File: config.mk
export PLATFORM = sky130hd
export DESIGN_NAME = snake_game_sequencer
export DESIGN_NICKNAME = d
export VERILOG_FILES = /design/src/rtl/snake_pkg.sv /design/src/rtl/snake_dir_queue.sv /design/src/rtl/snake_game_sequencer.sv
export SDC_FILE = /design/constraint.sdc
export NUM_CORES = 1
export LEC_CHECK = 0
export ABC_AREA = 1
export CAP_MARGIN = 10
export CELL_PAD_IN_SITES_DETAIL_PLACEMENT = 1
export CELL_PAD_IN_SITES_GLOBAL_PLACEMENT = 1
export CORE_ASPECT_RATIO = 0.9
export CORE_MARGIN = 3
export CORE_UTILIZATION = 48
export CTS_CLUSTER_SIZE = 24
export DETAILED_ROUTE_END_ITERATION = 16
export PLACE_DENSITY = 0.91
export SLEW_MARGIN = 5
export SYNTH_ARGS = -nofsm -noshare
export SYNTH_HDL_FRONTEND = slang
export SYNTH_HIERARCHICAL = 1
export SYNTH_SLANG_ARGS = --single-unit
File: constraint.sdc
create_clock -name clk -period 9.5 [get_ports clk]
set_clock_uncertainty 0.2 [all_clocks]
set_input_delay 1.9 -clock clk [delete_from_list [all_inputs] [get_ports clk]]
set_output_delay 1.9 -clock clk [all_outputs]
set_load 0.01 [all_outputs]
File: src/rtl/snake_pkg.sv
// Shared encodings for the snake sequencer: directions, stages, step status and FSM states.
// Also holds the direction reversal helper used by the key queue.
package snake_pkg;

  typedef enum logic [1:0] {
    DIR_UP    = 2'd0,
    DIR_DOWN  = 2'd1,
    DIR_LEFT  = 2'd2,
    DIR_RIGHT = 2'd3
  } dir_e;

  typedef enum logic [1:0] {
    STAGE_PLAY = 2'd0,
    STAGE_LOSE = 2'd1,
    STAGE_WIN  = 2'd2
  } stage_e;

  typedef enum logic [1:0] {
    ST_MOVED = 2'd0,
    ST_ATE   = 2'd1,
    ST_HIT   = 2'd2,
    ST_FULL  = 2'd3
  } status_e;

  typedef enum logic [1:0] {
    FSM_WAIT  = 2'd0,
    FSM_ISSUE = 2'd1,
    FSM_LOSE  = 2'd2,
    FSM_WIN   = 2'd3
  } fsm_e;

  localparam int unsigned PERIOD_W = 23;
  localparam int unsigned ROLL_W   = 7;

  // Opposite directions share the axis bit and differ in the sense bit.
  function automatic logic is_reverse(input dir_e a, input dir_e b);
    return (a[1] == b[1]) && (a[0] != b[0]);
  endfunction

endpackage

File: src/rtl/snake_dir_queue.sv
// Arrow-key front end: per-key synchroniser and rising-edge detect, priority pick,
// reversal/duplicate filter and a small shift FIFO of pending directions.
module snake_dir_queue
  import snake_pkg::*;
#(
  parameter int unsigned QDEPTH = 2
) (
  input  logic clk,
  input  logic reset,
  input  logic btn_up,
  input  logic btn_down,
  input  logic btn_left,
  input  logic btn_right,
  input  logic push_en,
  input  logic pop,
  input  dir_e cur_dir,
  output dir_e head,
  output logic empty
);

  localparam int unsigned CNT_W = $clog2(QDEPTH + 1);

  logic [3:0]       sync1_q, sync2_q, prev_q;
  logic [3:0]       rise_s;
  logic             cand_valid_s;
  dir_e             cand_s;
  dir_e             ref_s;
  dir_e             entries_q [QDEPTH];
  dir_e             entries_d [QDEPTH];
  logic [CNT_W-1:0] count_q, count_d;

  // Key synchroniser and edge-detect history, bit index equals direction code.
  always_ff @(posedge clk or negedge reset) begin
    if (!reset) begin
      sync1_q <= 4'b0000;
      sync2_q <= 4'b0000;
      prev_q  <= 4'b0000;
    end else begin
      sync1_q <= {btn_right, btn_left, btn_down, btn_up};
      sync2_q <= sync1_q;
      prev_q  <= sync2_q;
    end
  end

  // Priority pick among this cycle's edges; the losers are simply discarded.
  always_comb begin
    rise_s       = sync2_q & ~prev_q;
    cand_valid_s = 1'b1;
    cand_s       = DIR_UP;
    if (rise_s[0]) begin
      cand_s = DIR_UP;
    end else if (rise_s[1]) begin
      cand_s = DIR_DOWN;
    end else if (rise_s[2]) begin
      cand_s = DIR_LEFT;
    end else if (rise_s[3]) begin
      cand_s = DIR_RIGHT;
    end else begin
      cand_valid_s = 1'b0;
    end
  end

  // Pop first, then filter the candidate against whatever direction will precede it.
  always_comb begin
    entries_d = entries_q;
    count_d   = count_q;
    ref_s     = cur_dir;
    if (pop && (count_q != '0)) begin
      ref_s = entries_q[0];
      for (int i = 0; i < int'(QDEPTH) - 1; i++) begin
        entries_d[i] = entries_q[i + 1];
      end
      count_d = count_q - CNT_W'(1);
    end else begin
      count_d = count_q;
    end
    for (int i = 0; i < int'(QDEPTH); i++) begin
      ref_s = (count_d == CNT_W'(i + 1)) ? entries_d[i] : ref_s;
    end
    if (push_en && cand_valid_s && (count_d != CNT_W'(QDEPTH)) &&
        (cand_s != ref_s) && !is_reverse(cand_s, ref_s)) begin
      for (int i = 0; i < int'(QDEPTH); i++) begin
        entries_d[i] = (count_d == CNT_W'(i)) ? cand_s : entries_d[i];
      end
      count_d = count_d + CNT_W'(1);
    end else begin
      count_d = count_d;
    end
  end

  // Queue storage.
  always_ff @(posedge clk or negedge reset) begin
    if (!reset) begin
      for (int i = 0; i < int'(QDEPTH); i++) begin
        entries_q[i] <= DIR_DOWN;
      end
      count_q <= '0;
    end else begin
      entries_q <= entries_d;
      count_q   <= count_d;
    end
  end

  assign head  = entries_q[0];
  assign empty = (count_q == '0);

endmodule

File: src/rtl/snake_game_sequencer.sv
// Game sequencer: tick timing with speed-ups, step request handshake to the datapath,
// play/lose/win stage FSM and result-scroll roll counter, all in the clk domain.
module snake_game_sequencer
  import snake_pkg::*;
#(
  parameter int unsigned TICK_CYCLES  = 5_000_000,
  parameter int unsigned MIN_TICK     = 1_000_000,
  parameter int unsigned SPEEDUP_STEP = 100_000,
  parameter int unsigned ROLL_MAX     = 80,
  parameter int unsigned QDEPTH       = 2
) (
  input  logic        clk,
  input  logic        reset,
  input  logic        btn_up,
  input  logic        btn_down,
  input  logic        btn_left,
  input  logic        btn_right,
  input  logic        force_win,
  output logic        step_req,
  output logic [1:0]  step_dir,
  input  logic        step_ack,
  input  logic [1:0]  step_status,
  output logic [1:0]  stage,
  output logic [6:0]  roll,
  output logic        tick
);

  localparam int unsigned PW1 = PERIOD_W + 1;
  localparam logic [PERIOD_W-1:0] TICK_P  = PERIOD_W'(TICK_CYCLES);
  localparam logic [PERIOD_W-1:0] MIN_P   = PERIOD_W'(MIN_TICK);
  localparam logic [PERIOD_W-1:0] SPEED_P = PERIOD_W'(SPEEDUP_STEP);
  localparam logic [PW1-1:0]      FLOOR_P = PW1'(MIN_TICK) + PW1'(SPEEDUP_STEP);
  localparam logic [ROLL_W-1:0]   RMAX_P  = ROLL_W'(ROLL_MAX);

  fsm_e                state_q, state_d;
  stage_e              stage_q, stage_d;
  dir_e                cur_dir_q, cur_dir_d;
  dir_e                step_dir_q, step_dir_d;
  logic                step_req_q, step_req_d;
  logic                tick_q, tick_d;
  logic [PERIOD_W-1:0] cnt_q, cnt_d;
  logic [PERIOD_W-1:0] period_q, period_d;
  logic [ROLL_W-1:0]   roll_q, roll_d;
  logic                fw_sync1_q, fw_sync2_q, fw_prev_q;

  logic fw_edge_s, freeze_s, tick_s, ack_s, pop_s, push_en_s, empty_s;
  dir_e head_s;

  assign fw_edge_s = fw_sync2_q & ~fw_prev_q;
  assign freeze_s  = (state_q == FSM_ISSUE);
  assign tick_s    = !freeze_s && (cnt_q == period_q - PERIOD_W'(1));
  assign ack_s     = step_ack && (state_q == FSM_ISSUE);
  assign pop_s     = (state_q == FSM_WAIT) && tick_s && !fw_edge_s;
  assign push_en_s = ((state_q == FSM_WAIT) || (state_q == FSM_ISSUE)) && !fw_edge_s;

  snake_dir_queue #(.QDEPTH(QDEPTH)) u_dir_queue (
    .clk       (clk),
    .reset     (reset),
    .btn_up    (btn_up),
    .btn_down  (btn_down),
    .btn_left  (btn_left),
    .btn_right (btn_right),
    .push_en   (push_en_s),
    .pop       (pop_s),
    .cur_dir   (cur_dir_q),
    .head      (head_s),
    .empty     (empty_s)
  );

  // Synchronise and edge-detect the force_win test key.
  always_ff @(posedge clk or negedge reset) begin
    if (!reset) begin
      fw_sync1_q <= 1'b0;
      fw_sync2_q <= 1'b0;
      fw_prev_q  <= 1'b0;
    end else begin
      fw_sync1_q <= force_win;
      fw_sync2_q <= fw_sync1_q;
      fw_prev_q  <= fw_sync2_q;
    end
  end

  // Next-state: tick counter, step handshake, speed-up, roll and stage.
  always_comb begin
    state_d    = state_q;
    period_d   = period_q;
    roll_d     = roll_q;
    cur_dir_d  = cur_dir_q;
    step_req_d = step_req_q;
    step_dir_d = step_dir_q;
    tick_d     = tick_s;
    if (freeze_s) begin
      cnt_d = cnt_q;
    end else if (tick_s) begin
      cnt_d = '0;
    end else begin
      cnt_d = cnt_q + PERIOD_W'(1);
    end

    case (state_q)
      FSM_WAIT: begin
        if (tick_s) begin
          cur_dir_d  = empty_s ? cur_dir_q : head_s;
          step_dir_d = empty_s ? cur_dir_q : head_s;
          step_req_d = 1'b1;
          state_d    = FSM_ISSUE;
        end else begin
          state_d = FSM_WAIT;
        end
      end
      FSM_ISSUE: begin
        if (ack_s) begin
          step_req_d = 1'b0;
          cnt_d      = '0;
          case (status_e'(step_status))
            ST_MOVED: state_d = FSM_WAIT;
            ST_ATE: begin
              state_d = FSM_WAIT;
              // Guard the subtraction so the clamp never sees an underflowed period.
              if ({1'b0, period_q} >= FLOOR_P) begin
                period_d = period_q - SPEED_P;
              end else begin
                period_d = MIN_P;
              end
            end
            ST_HIT:  state_d = FSM_LOSE;
            ST_FULL: state_d = FSM_WIN;
            default: state_d = FSM_WAIT;
          endcase
        end else begin
          state_d = FSM_ISSUE;
        end
      end
      FSM_LOSE, FSM_WIN: begin
        if (tick_s) begin
          roll_d = (roll_q == RMAX_P) ? '0 : roll_q + ROLL_W'(1);
        end else begin
          roll_d = roll_q;
        end
      end
      default: state_d = FSM_WAIT;
    endcase

    if (fw_edge_s) begin
      state_d    = FSM_WIN;
      roll_d     = '0;
      step_req_d = 1'b0;
      cnt_d      = '0;
      cur_dir_d  = cur_dir_q;
      step_dir_d = step_dir_q;
    end else begin
      state_d = state_d;
    end

    case (state_d)
      FSM_LOSE: stage_d = STAGE_LOSE;
      FSM_WIN:  stage_d = STAGE_WIN;
      default:  stage_d = STAGE_PLAY;
    endcase
  end

  // Sequencer state and registered outputs.
  always_ff @(posedge clk or negedge reset) begin
    if (!reset) begin
      state_q    <= FSM_WAIT;
      stage_q    <= STAGE_PLAY;
      cur_dir_q  <= DIR_DOWN;
      step_dir_q <= DIR_DOWN;
      step_req_q <= 1'b0;
      tick_q     <= 1'b0;
      cnt_q      <= '0;
      period_q   <= TICK_P;
      roll_q     <= '0;
    end else begin
      state_q    <= state_d;
      stage_q    <= stage_d;
      cur_dir_q  <= cur_dir_d;
      step_dir_q <= step_dir_d;
      step_req_q <= step_req_d;
      tick_q     <= tick_d;
      cnt_q      <= cnt_d;
      period_q   <= period_d;
      roll_q     <= roll_d;
    end
  end

  assign step_req = step_req_q;
  assign step_dir = step_dir_q;
  assign stage    = stage_q;
  assign roll     = roll_q;
  assign tick     = tick_q;

endmodule

# Word-level counts from Yosys, hierarchy flattened
# Index checks and enable logic that the tools add are counted.
# totals
regBits,82
latch_bits,0
ramBits,0
romBits,0
input_bits,10
out_inout_bits,13
n_memories,0
# classes
add_sub_neg,6
n_mul,0
n_div,0
order_cmp,1
n_eq_ne,18
shift,0
mux,38
bitwise_logic,6
n_reduce_logical,30
# op_table
operator,count
$mux W23,6
$mux W2,15
$mux W7,4
$add A23 B1 Y23 const B,1
$eq A23 B23 Y1,1
$ge A23 B21 Y1 const B,1
$sub A23 B1 Y23 const B,1
$sub A23 B17 Y23 const B,1
$eq A2 B2 Y1 const B,7
$logic_and A1 B1 Y1,11
$logic_not A2 Y1,4
$mux W1,8
$pmux W2 S2,2
$add A7 B1 Y7 const B,1
$eq A7 B7 Y1 const B,1
$eq A2 B1 Y1 const B,3
$pmux W2 S3,1
$reduce_and A3 Y1,2
$reduce_bool A2 Y1,3
$and A4 B4 Y4,1
$mux W4,1
$not A4 Y4,1
$reduce_and A2 Y1,2
$reduce_and A4 Y1,1
other kinds (15),20

# Depth between registers and ports, before layout
# Gate-level depths: netlist of the first run.
# depth
word_depth,15
mapped_depth,26

# Modules after synthesis
# The synthesis of the first run kept the hierarchy.
# modules_own_cells
mod,instances,cells_each,area_each_um2,seq_area_each_um2
snake_game_sequencer,1,566,3915.0,1487.7
snake_dir_queue,1,94,863.3,452.9

# Worst setup path after synthesis of the first run
# No wires, ideal clock.
# synth_timing
kind,flip-flop to flip-flop
startpoint,reg period_q[6]
endpoint,reg u_dir_queue.count_q[1]
setup_ns,0.135
arrival_ns,3.233
setup_slack_ns,5.932
stages_incl_launch_ff,24
path_buffers,0
period_less_slack_ns,3.568
cell_sequence,dfstp_2 inv_1 ha_1 inv_1 nand2_1 nand2_1 nand2_1 nor2_1 nand2_1 nor2_1 nand3_1 nor2_2 nand3_1 nor2_2 nand2_2 o21ai_0 ha_1 inv_1 nand3_2 nand3_1 nand3_1 nand2_2 nor2_8 o21ai_1
# synth_between
elab_chain_cells,15
elab_cells_between_ends,24
# synth_rtl
item,line_no,rtl
from (decl),snake_game_sequencer.sv:42,"logic [PERIOD_W-1:0] period_q, period_d;"
from (signal assigned),snake_game_sequencer.sv:182,period_q <= period_d;
$sub A23 B1 Y23 (*),snake_game_sequencer.sv:51,assign tick_s = !freeze_s && (cnt_q == period_q - PERIOD_W'(1));
$eq A23 B23 Y1 (*),snake_game_sequencer.sv:51,
$logic_and A1 B1 Y1 (*),snake_game_sequencer.sv:51,
$logic_and A1 B1 Y1 (*) (2 in a row),snake_game_sequencer.sv:53,assign pop_s = (state_q == FSM_WAIT) && tick_s && !fw_edge_s;
net pop_s,snake_game_sequencer.sv:46,"logic fw_edge_s, freeze_s, tick_s, ack_s, pop_s, push_en_s, empty_s;"
$logic_and A1 B1 Y1 (*),snake_dir_queue.sv:68,if (pop && (count_q != '0)) begin
$mux W2,snake_dir_queue.sv:68,
$eq A2 B1 Y1,snake_dir_queue.sv:78,ref_s = (count_d == CNT_W'(i + 1)) ? entries_d[i] : ref_s;
$mux W2 (2 in a row),snake_dir_queue.sv:78,
$eq A1 B1 Y1 or $ne A1 B1 Y1 (tied branches),snake_pkg.sv:37,return (a[1] == b[1]) && (a[0] != b[0]);
$logic_and A1 B1 Y1,snake_pkg.sv:37,
$logic_not A1 Y1,snake_dir_queue.sv:81,"(cand_s != ref_s) && !is_reverse(cand_s, ref_s)) begin"
$logic_and A1 B1 Y1,snake_dir_queue.sv:81,
$mux W2 (*),snake_dir_queue.sv:80,if (push_en && cand_valid_s && (count_d != CNT_W'(QDEPTH)) &&
net u_dir_queue.count_d[1],snake_dir_queue.sv:30,"logic [CNT_W-1:0] count_q, count_d;"
to (signal assigned),snake_dir_queue.sv:100,count_q <= count_d;
to (decl),snake_dir_queue.sv:30,
# Mark *: on every way through the listed nets, which the timed path passes. The rest lies on a longest branch.
# A chain may end at the register's enable or synchronous reset.

==> results of run 1 <==
-- where the power goes --
part,total (uW),internal (uW),switching (uW)
Sequential,357,342,15.2
Combinational,70.9,28.8,42.1
Clock,258,122,136
-- flip-flops by register name (all words and copies together) (netlist names), 4 cells and up --
register	cells
cnt_q	23
period_q	18
roll	7
u_dir_queue/prev_q	4
u_dir_queue/sync1_q	4
u_dir_queue/sync2_q	4
-- metrics by stage --
| stage | setup slack [ps] | std cells | hold WS [ps] | area, sq um | utilization [%] |
|---|---|---|---|---|---|
| final | 4913 | 814 | 158.5 | 5303 | 56.33 |
| after floorplan | 5932 | 660 | 131.2 | 4778 | - |
| after global placement | 5218 | 798 | 132.6 | 5106 | 54.24 |
| after detailed placement | 5063 | 798 | 138.6 | 5106 | 54.24 |
| after CTS | 4926 | 814 | 161.9 | 5303 | 56.33 |
| after global routing | 4534 | 814 | 170.5 | 5303 | 56.33 |
-- worst reg2reg max path: stages, from the launching register on --
cell and delay, ps:
sky130_fd_sc_hd__dfstp_2 590, sky130_fd_sc_hd__inv_1 90, sky130_fd_sc_hd__ha_1 360, sky130_fd_sc_hd__inv_1 120, sky130_fd_sc_hd__nand2_1 60, sky130_fd_sc_hd__nand2_1 70
sky130_fd_sc_hd__nand2_1 50, sky130_fd_sc_hd__nor2_1 130, sky130_fd_sc_hd__nand2_1 70, sky130_fd_sc_hd__nor2_1 110, sky130_fd_sc_hd__nand3_1 110, sky130_fd_sc_hd__nor2_2 220
sky130_fd_sc_hd__nand3_1 230, sky130_fd_sc_hd__nor2_2 290, sky130_fd_sc_hd__nand2_2 180, sky130_fd_sc_hd__o21ai_0 440, sky130_fd_sc_hd__ha_1 360, sky130_fd_sc_hd__inv_1 90
sky130_fd_sc_hd__nand3_2 80, sky130_fd_sc_hd__nand3_1 80, sky130_fd_sc_hd__nand3_1 130, sky130_fd_sc_hd__nand2_2 110, sky130_fd_sc_hd__nor2_8 160, sky130_fd_sc_hd__nand2_1 100
sky130_fd_sc_hd__o21ai_1 100
-- kinds of logic (layout without fill, tap and decap cells) --
family,after synthesis,count (layout),share of synthesized area (%)
AND/OR/NAND/NOR,385,385,36.45
XOR/XNOR,25,25,4.582
flip-flops,77,77,40.61
adder cells (fa/ha/maj),9,9,2.357
AO/OA/AOI/OAI,61,61,7.358
multiplexers,1,1,0.2095
buffers and inverters,102,134,8.431
-- how the worst min path moves through the flow --
| stage | to | cells after the start | slack (ps) |
|---|---|---|---|
| after floorplan | fw_sync2_q | 0 | 130 |
| after global placement | u_dir_queue/sync2_q[2] | 0 | 130 |
| after detailed placement | u_dir_queue/sync2_q[3] | 0 | 140 |
| after CTS | u_dir_queue/sync2_q[1] | 0 | 160 |
| after global routing | fw_sync2_q | 0 | 170 |
| final | u_dir_queue/sync2_q[1] | 0 | 160 |
-- area by class of cell --
| cell class | instances | area [sq um] | area share, % |
|---|---|---|---|
| Clock buffer | 9 | 123.9 | 2.336 |
| Clock inverter | 7 | 72.57 | 1.369 |
| Sequential cell | 77 | 1941 | 36.60 |
| Tap cell | 122 | 152.6 | 2.879 |
| Inverter | 96 | 360.3 | 6.796 |
| Multi-Input combinational cell | 481 | 2435 | 45.92 |
| Timing Repair Buffer | 22 | 217.7 | 4.106 |
-- layer usage --
metal	share of wire, %	routed length (um)	vias up	global-route usage (%)
met3	4.8	685	28	5.102
li1	-	-	2138	-
met4	2.3	320	0	9.355
met1	42	5954	2215	32.08
met2	51	7254	101	47.89
met5	0	0	-	0
-- cell usage in the layout (no fill, tap or decap), types with 12 or more instances in the layout --
cell type / count
sky130_fd_sc_hd__nand2_1: 174
sky130_fd_sc_hd__inv_1: 92
sky130_fd_sc_hd__nor2_1: 80
sky130_fd_sc_hd__dfrtp_1: 66
sky130_fd_sc_hd__nand3_1: 59
sky130_fd_sc_hd__o21ai_0: 23
sky130_fd_sc_hd__clkdlybuf4s50_1: 21
sky130_fd_sc_hd__xor2_1: 18
sky130_fd_sc_hd__a21oi_1: 18
sky130_fd_sc_hd__nor3_1: 16
sky130_fd_sc_hd__nand4_1: 12
==> results.md, run 1 <==
Floorplan:
- The height of the chip is 100.7 um.
- The initial core utilization is 50.76%.
- The top-level I/O count is 23.
- The region available for standard cell placement spans 0.009414 sq mm.
- The die area is 0.01119 sq mm.
- After floorplanning, the core was divided into 33 placement rows.
- The die outline width is 111.2 um.

STA:
- The final hold violation count is 0.
- The worst pin sits at a relative slew slack of around 33%.
- The final number of max-transition violations came to 0.
- After routing, the total negative slack on setup checks comes to 0 ps.
- Setup repair after global routing left no endpoint under its margin.
- Derived from the worst setup path, the maximum achievable clock frequency is roughly 0.22 GHz.
- The number of setup violations in the final report is 0.
- Dividing the final minimum period by the clock period gives 48.28%.
- Counting I/O delays and the setup requirement, the final critical path takes 4587 ps.
- The actual slew at the worst max-slew pin is 1009 ps.

Global route:
- Global routing used a little over a quarter of the available tracks.
- The number of global-route vias before repair is 4887.
- The first global-routing pass estimated 23.92 mm of wire.
- The initial antenna violation count was 0.
- The largest net degree at the start of global routing is 78.
- The total overflow left after global routing is 0.

Worst setup path:
- On the worst path, the slowest cell contributes a delay of 590 ps.
- Following the worst setup path forward leads to its endpoint at u_dir_queue/head[1].
- The number of cells traversed by the worst register-to-register path is 24.
- The critical path endpoint category is a flop.
- The critical path goes through inv_1, ha_1, inv_1, nand2_1, nand2_1, nand2_1, nor2_1, nand2_1, nor2_1, nand3_1, nor2_2, nand3_1, nor2_2, nand2_2, o21ai_0, ha_1, inv_1, nand3_2, nand3_1, nand3_1, nand2_2, nor2_8, nand2_1, o21ai_1.
- Broken down by cell family, the worst path's largest delay share belongs to simple AND/OR/NAND/NOR gates.
- The launch point of the critical path is period_q[6].
- The type of the worst setup path is reg2reg.
- By instance count, the cell type seen most on the critical path is sky130_fd_sc_hd__nand2_1.
- At the worst endpoint, the required time is around 9600 ps.
- The endpoint identified for the worst register-to-register timing path is u_dir_queue/head[1].
- The nature of the critical path startpoint is a flop.
- In this run the register-to-register setup slack is 4910 ps.
- Among all stages on the critical path, the largest delay is contributed by sky130_fd_sc_hd__dfstp_2.
- Of all nets on the critical path, the largest fanout is 7.
- Counting both buffers and inverters, the worst setup path holds a total of 3.
- The number of logic stages on the critical path including buffering is 24.
- The data arrival time at the worst-slack endpoint is 4680 ps.
- The worst register-to-register path begins at period_q[6].

CTS:
- In this run, CTS created clock tree buffers numbering 9.
- For this design, the CTS-stage hold fixing added 0 buffers.
- The CTS tree is yes.
- The insertion delay of the later-clocked pin in the worst-skew pair is about 370 ps.
- The H-tree generated during clock tree synthesis spans 3 levels.
- The number of buffers inserted by post-CTS setup repair is 0.
- The clock passes through at most 2 buffers.
- The number of clock sinks is 77.
- After clock tree synthesis, the clock-pin slew on the worst setup and hold paths is 90 ps.
- Gates resized during post-CTS repair numbered 0.
- The clock root buffer is sky130_fd_sc_hd__clkbuf_8.

Yosys:
- Summed over its instances, the top area cell type makes up between 30 and 40% of the synthesized netlist area.
- The fraction of registers with async set/reset is 100.0%.
- The number of different library cells used by synthesis comes to 39.
- Sorting the synthesized cells by area gives the leading types as sky130_fd_sc_hd__dfrtp_1, sky130_fd_sc_hd__nand2_1, sky130_fd_sc_hd__inv_1.
- The cell area after synthesis is 0.004778 sq mm.
- In this run, synthesis inferred 0 flip-flops with an integrated enable.
- The cell with the most instances after synthesis is sky130_fd_sc_hd__nand2_1.
- Counting flops and latches in the post-synthesis netlist gives 77.
- The main flop type after synthesis is sky130_fd_sc_hd__dfrtp_1.
- By count the netlist is led by sky130_fd_sc_hd__nand2_1, sky130_fd_sc_hd__inv_1, sky130_fd_sc_hd__nor2_1.
- A synthesized cell averages 7.240 sq um.
- The biggest area contributor in the post-synthesis netlist is sky130_fd_sc_hd__dfrtp_1.
- The number of nets produced by synthesis is 679.
- Synthesis produced 660 cells.
- Yosys printed 6 warnings.
- Summing the sequential cell areas from Yosys gives 40.61% of the chip area.

Place:
- Detailed placement ended at an HPWL of ~11 mm.
- Input and output buffers added on the ports amount to 22.
- Routability-driven placement finished with a final weighted congestion of 0.8655.

Power and ir drop:
- Total power for the finished layout comes to 686.6 uW.
- VDD sags by at most 140.3 uV.
- The power per cell area is 129.5 mW/mm^2.
- The reported leakage power is 0.002550 uW.

Routing:
- The detail-routed net length per standard cell is 17.46 um.
- Across all layers, the routed design uses 4482 vias.
- The final layout contains routed wiring with a total length of 14.22 mm.
- The first detailed-routing pass ran for 5 iterations.
- The per-cell via count in the routed design is 5.506.
- The remaining antenna violation count is 0.
- After the first detailed-routing iteration, the DRC count stood at 188.
- The number of remaining DRC errors is 0.

Cells and area:
- The number of nets in the finished design is 706.
- Fill cells in the final layout number 1259.
- 0 antenna diodes ended up in the layout.
- The fraction of layout instances using a drive strength above 1 is 10.26%.
- The layout overhead on the synthesized area is 10.97%.

Outcome:
- The run finished with clean final reports.

Hold path:
- The startpoint of the tightest hold check path is u_dir_queue/sync1_q[1].
- The path category of the worst min-delay check is reg2reg.

Flow run:
- Max-cap violations in this run came to 0.
Power figures use the tool's default switching activity.
==> run 2: changes to the inputs <==
CORE_UTILIZATION = 40   (was 48)
PLACE_DENSITY = 0.82   (was 0.91)
clock period = 4.1 ns   (was 9.5 ns; I/O delays follow)
==> results.md, run 2 (synthesis gave the netlist of run 1 again) <==
Outcome:
- The run finished with clean final reports.

Global route:
- The initial antenna violation count is 0 (unchanged).
- The final global-route overflow total is 0 (unchanged).
- The number of global-route vias before repair is 4767 (-2.5%).
- The global-route usage over all layers is 21.65% (-4.9 points).
- The largest net degree at the start of global routing came to 59 (-24%).
- The global-route wire length before repair is 22.90 mm (-4.2%).

Power and ir drop:
- The power per cell area is 343.8 mW/mm^2 (+170%).
- The highest ir drop seen on vdd is 211.8 uV (+51%).
- The reported leakage power is 0.002665 uW (+4.5%).

STA:
- The final hold violation count is 0 (unchanged).
- The final number of max-transition violations was 0 (unchanged).
- The max-slew headroom at the worst pin was 51.60% (+19 points).
- Setup repair after global routing left no endpoint under its margin.
- The period utilization is 91.44% (+43 points).
- The total negative slack for setup checks is 0 ps (unchanged).
- The number of setup violations in the final report is 0 (unchanged).
- The achievable frequency is 0.2667 GHz (+22%).
- The actual slew at the worst max-slew pin is 726.0 ps (-283.5 ps).
- The final critical path time including I/O delays and setup is 3749 ps (-837.8 ps).

Cells and area:
- The number of nets in the finished design came to 710 (+0.57%).
- The core utilization of the finished layout is 48.27% (-8.1 points).
- The fill cell instance count of the final layout was 1441 (+14%).
- In the layout the commonest cells are sky130_fd_sc_hd__nand2_1, sky130_fd_sc_hd__inv_1, sky130_fd_sc_hd__nor2_1.
- The number of flip-flops under the largest register name is 23 (unchanged).
- The final antenna diode count is 0 (unchanged).
- The filler-free cell count of the finished design came to 852 (+4.7%).
- From synthesis to final layout, the design area changed by 16.44%.
- The register with the highest flop count is cnt_q.
- The library cell used most frequently in the layout, excluding fill and tap cells, is sky130_fd_sc_hd__nand2_1.
- The cell area after layout was 0.005564 sq mm (+4.9%).
- The fraction of layout instances using a drive strength above 1 is 11.64% (+1.4 points).

Routing:
- The number of optimization iterations in the first detailed-route pass was 5 (unchanged).
- The per-cell via count in the routed design is 5.099 (-7.4%).
- The routed wire length came to 13.48 mm (-5.2%).
- The number of remaining DRC errors is 0 (unchanged).
- The number of DRC violations after detailed-routing iteration 0 is 199 (+5.9%).
- The via count came to 4344 (-3.1%).
- The wire length on met2 is 6.614 mm (-8.8%).
- The remaining antenna violation count is 0 (unchanged).
- The highest layer touched by signal routing is met4.
- The total met3 wirelength after detailed routing is 393 um (-43%).
- The detail-routed net length per standard cell came to 15.82 um (-9.4%).
- The routed metal-1 wire length was 6.254 mm (+5.0%).

Worst setup path:
- STA classifies the critical path startpoint as a flop.
- The peak fanout along the critical path came to 7 (unchanged).
- The data arrival time at the worst-slack endpoint was 3810 ps (-870 ps).
- The worst setup path is captured at a flop.
- The data required time of the critical path came to 4160 ps (-5440 ps).
- The type of the worst setup path is reg2reg.

Floorplan:
- The number of standard-cell rows in the floorplan is 37 (+12%).
- The height of the chip is 109.7 um (+9.0%).
- The initial core utilization is 41.45% (-9.3 points).
- The top-level I/O count is 23 (unchanged).
- The area of the core was 0.01153 sq mm (+22%).
- The die area is 0.01330 sq mm (+19%).
- The die outline width was 121.2 um (+9.0%).

Place:
- The placed cell count came to 835 (+4.6%).
- The post-detailed-placement half-perimeter wirelength came to 10.28 mm (-5.0%).
- The number of buffer cells added on primary ports is 22 (unchanged).
- The cell area after placement is 0.005171 sq mm (+1.3%).
- The final weighted congestion in routability-driven placement is 0.8825 (+2.0%).

CTS:
- The number of CTS-inserted buffers is 9 (unchanged).
- The number of H-tree branching levels is 3 (unchanged).
- The buffer levels on the longest clock path came to 2 (unchanged).
- The number of clock sinks is 77 (unchanged).
- The clock transition time at the flip-flop clock pins of the worst setup and hold paths is 70 ps (-20 ps).
- The insertion delay of the later-clocked pin in the worst-skew pair is 350 ps (-20 ps).
- The CTS tree is yes.
- The clock root buffer is sky130_fd_sc_hd__clkbuf_16.

Flow run:
- The number of max-capacitance violations reported is 0 (unchanged).

Hold path:
- The path category of the worst min-delay check is reg2reg.
[run 2: cell count changes in the layout (fill, tap and decap cells not counted), sizes merged]
cell	previous run	this run
buf	1	5
bufinv	1	2
clkinv	3	1
clkinvlp	2	0
inv	97	100
[run 2: worst max-delay path, cell delays in order, from the launching register on]
cell and delay, ps:
sky130_fd_sc_hd__dfrtp_1 460, sky130_fd_sc_hd__inv_2 130, sky130_fd_sc_hd__ha_1 310, sky130_fd_sc_hd__nand3_1 190, sky130_fd_sc_hd__nor2_2 170, sky130_fd_sc_hd__nand2_1 70, sky130_fd_sc_hd__nand2_1 80, sky130_fd_sc_hd__nand2_1 80
sky130_fd_sc_hd__nor2_2 120, sky130_fd_sc_hd__nand2_1 100, sky130_fd_sc_hd__nor2_4 150, sky130_fd_sc_hd__nand3_4 120, sky130_fd_sc_hd__nor2_4 130, sky130_fd_sc_hd__nand2_4 100, sky130_fd_sc_hd__xor2_2 190, sky130_fd_sc_hd__inv_1 140
sky130_fd_sc_hd__ha_1 230, sky130_fd_sc_hd__inv_1 90, sky130_fd_sc_hd__nor2_1 90, sky130_fd_sc_hd__inv_1 60, sky130_fd_sc_hd__nand3_2 100, sky130_fd_sc_hd__inv_2 70, sky130_fd_sc_hd__nor2_8 140, sky130_fd_sc_hd__nand2_1 60
sky130_fd_sc_hd__o21ai_1 80
[run 2: per-stage QoR]
step | power (uW) | worst slack [ps] | hold WS, ps
after global placement | 991.7 | 301.9 | 131.8
final | 1913 | 350.8 | 143.6
after detailed placement | 1007 | 42.61 | 135.6
after global routing | 1995 | 13.38 | 154.0
after floorplan | 926.8 | 531.9 | 131.2
after CTS | 1934 | 16.55 | 148.0
[run 2: cell type report]
| type | instances | area [sq um] | share of cell area (%) |
|---|---|---|---|
| clock buffers | 9 | 225.2 | 4.048 |
| flip-flops and latches | 77 | 1941 | 34.88 |
| repair buffers | 26 | 247.7 | 4.452 |
| well taps | 156 | 195.2 | 3.508 |
| multi-input cells | 481 | 2484 | 44.64 |
| clock inverters | 7 | 111.4 | 2.001 |
| inverters | 96 | 360.3 | 6.476 |
[run 2: layer usage]
layer | up-vias | GRT usage [%]
met5 | - | 0
li1 | 2151 | -
met2 | 61 | 38.24
met4 | 0 | 6.960
met3 | 23 | 4.527
met1 | 2109 | 26.61
[run 2: repair_timing]
action / in CTS / in global routing
buffers inserted: 0 / 1
hold buffers: 0 / 0
resized for setup: 0 / 11
endpoints found under the setup margin: 0 / 6
[run 2: power by group]
group	total, uW	internal [uW]	switching [uW]
clock	923	551	372
combinational	163	67.5	95.9
sequential	827	793	33.5
total	1910	1410	501
[run 2: path summary, 6_finish.rpt]
path	from	endpoint	slack, ps	cells past startpoint
worst max-delay path	period_q[5]	u_dir_queue/head[1]	350	24
worst min-delay path	u_dir_queue/sync1_q[3]	u_dir_queue/sync2_q[3]	140	0
worst max register to register	period_q[5]	u_dir_queue/head[1]	350	24
worst min register to register	u_dir_queue/sync1_q[3]	u_dir_queue/sync2_q[3]	140	0
max in group asynchronous	reset	period_q[6]	2550	2
min in group asynchronous	reset	period_q[7]	310	1
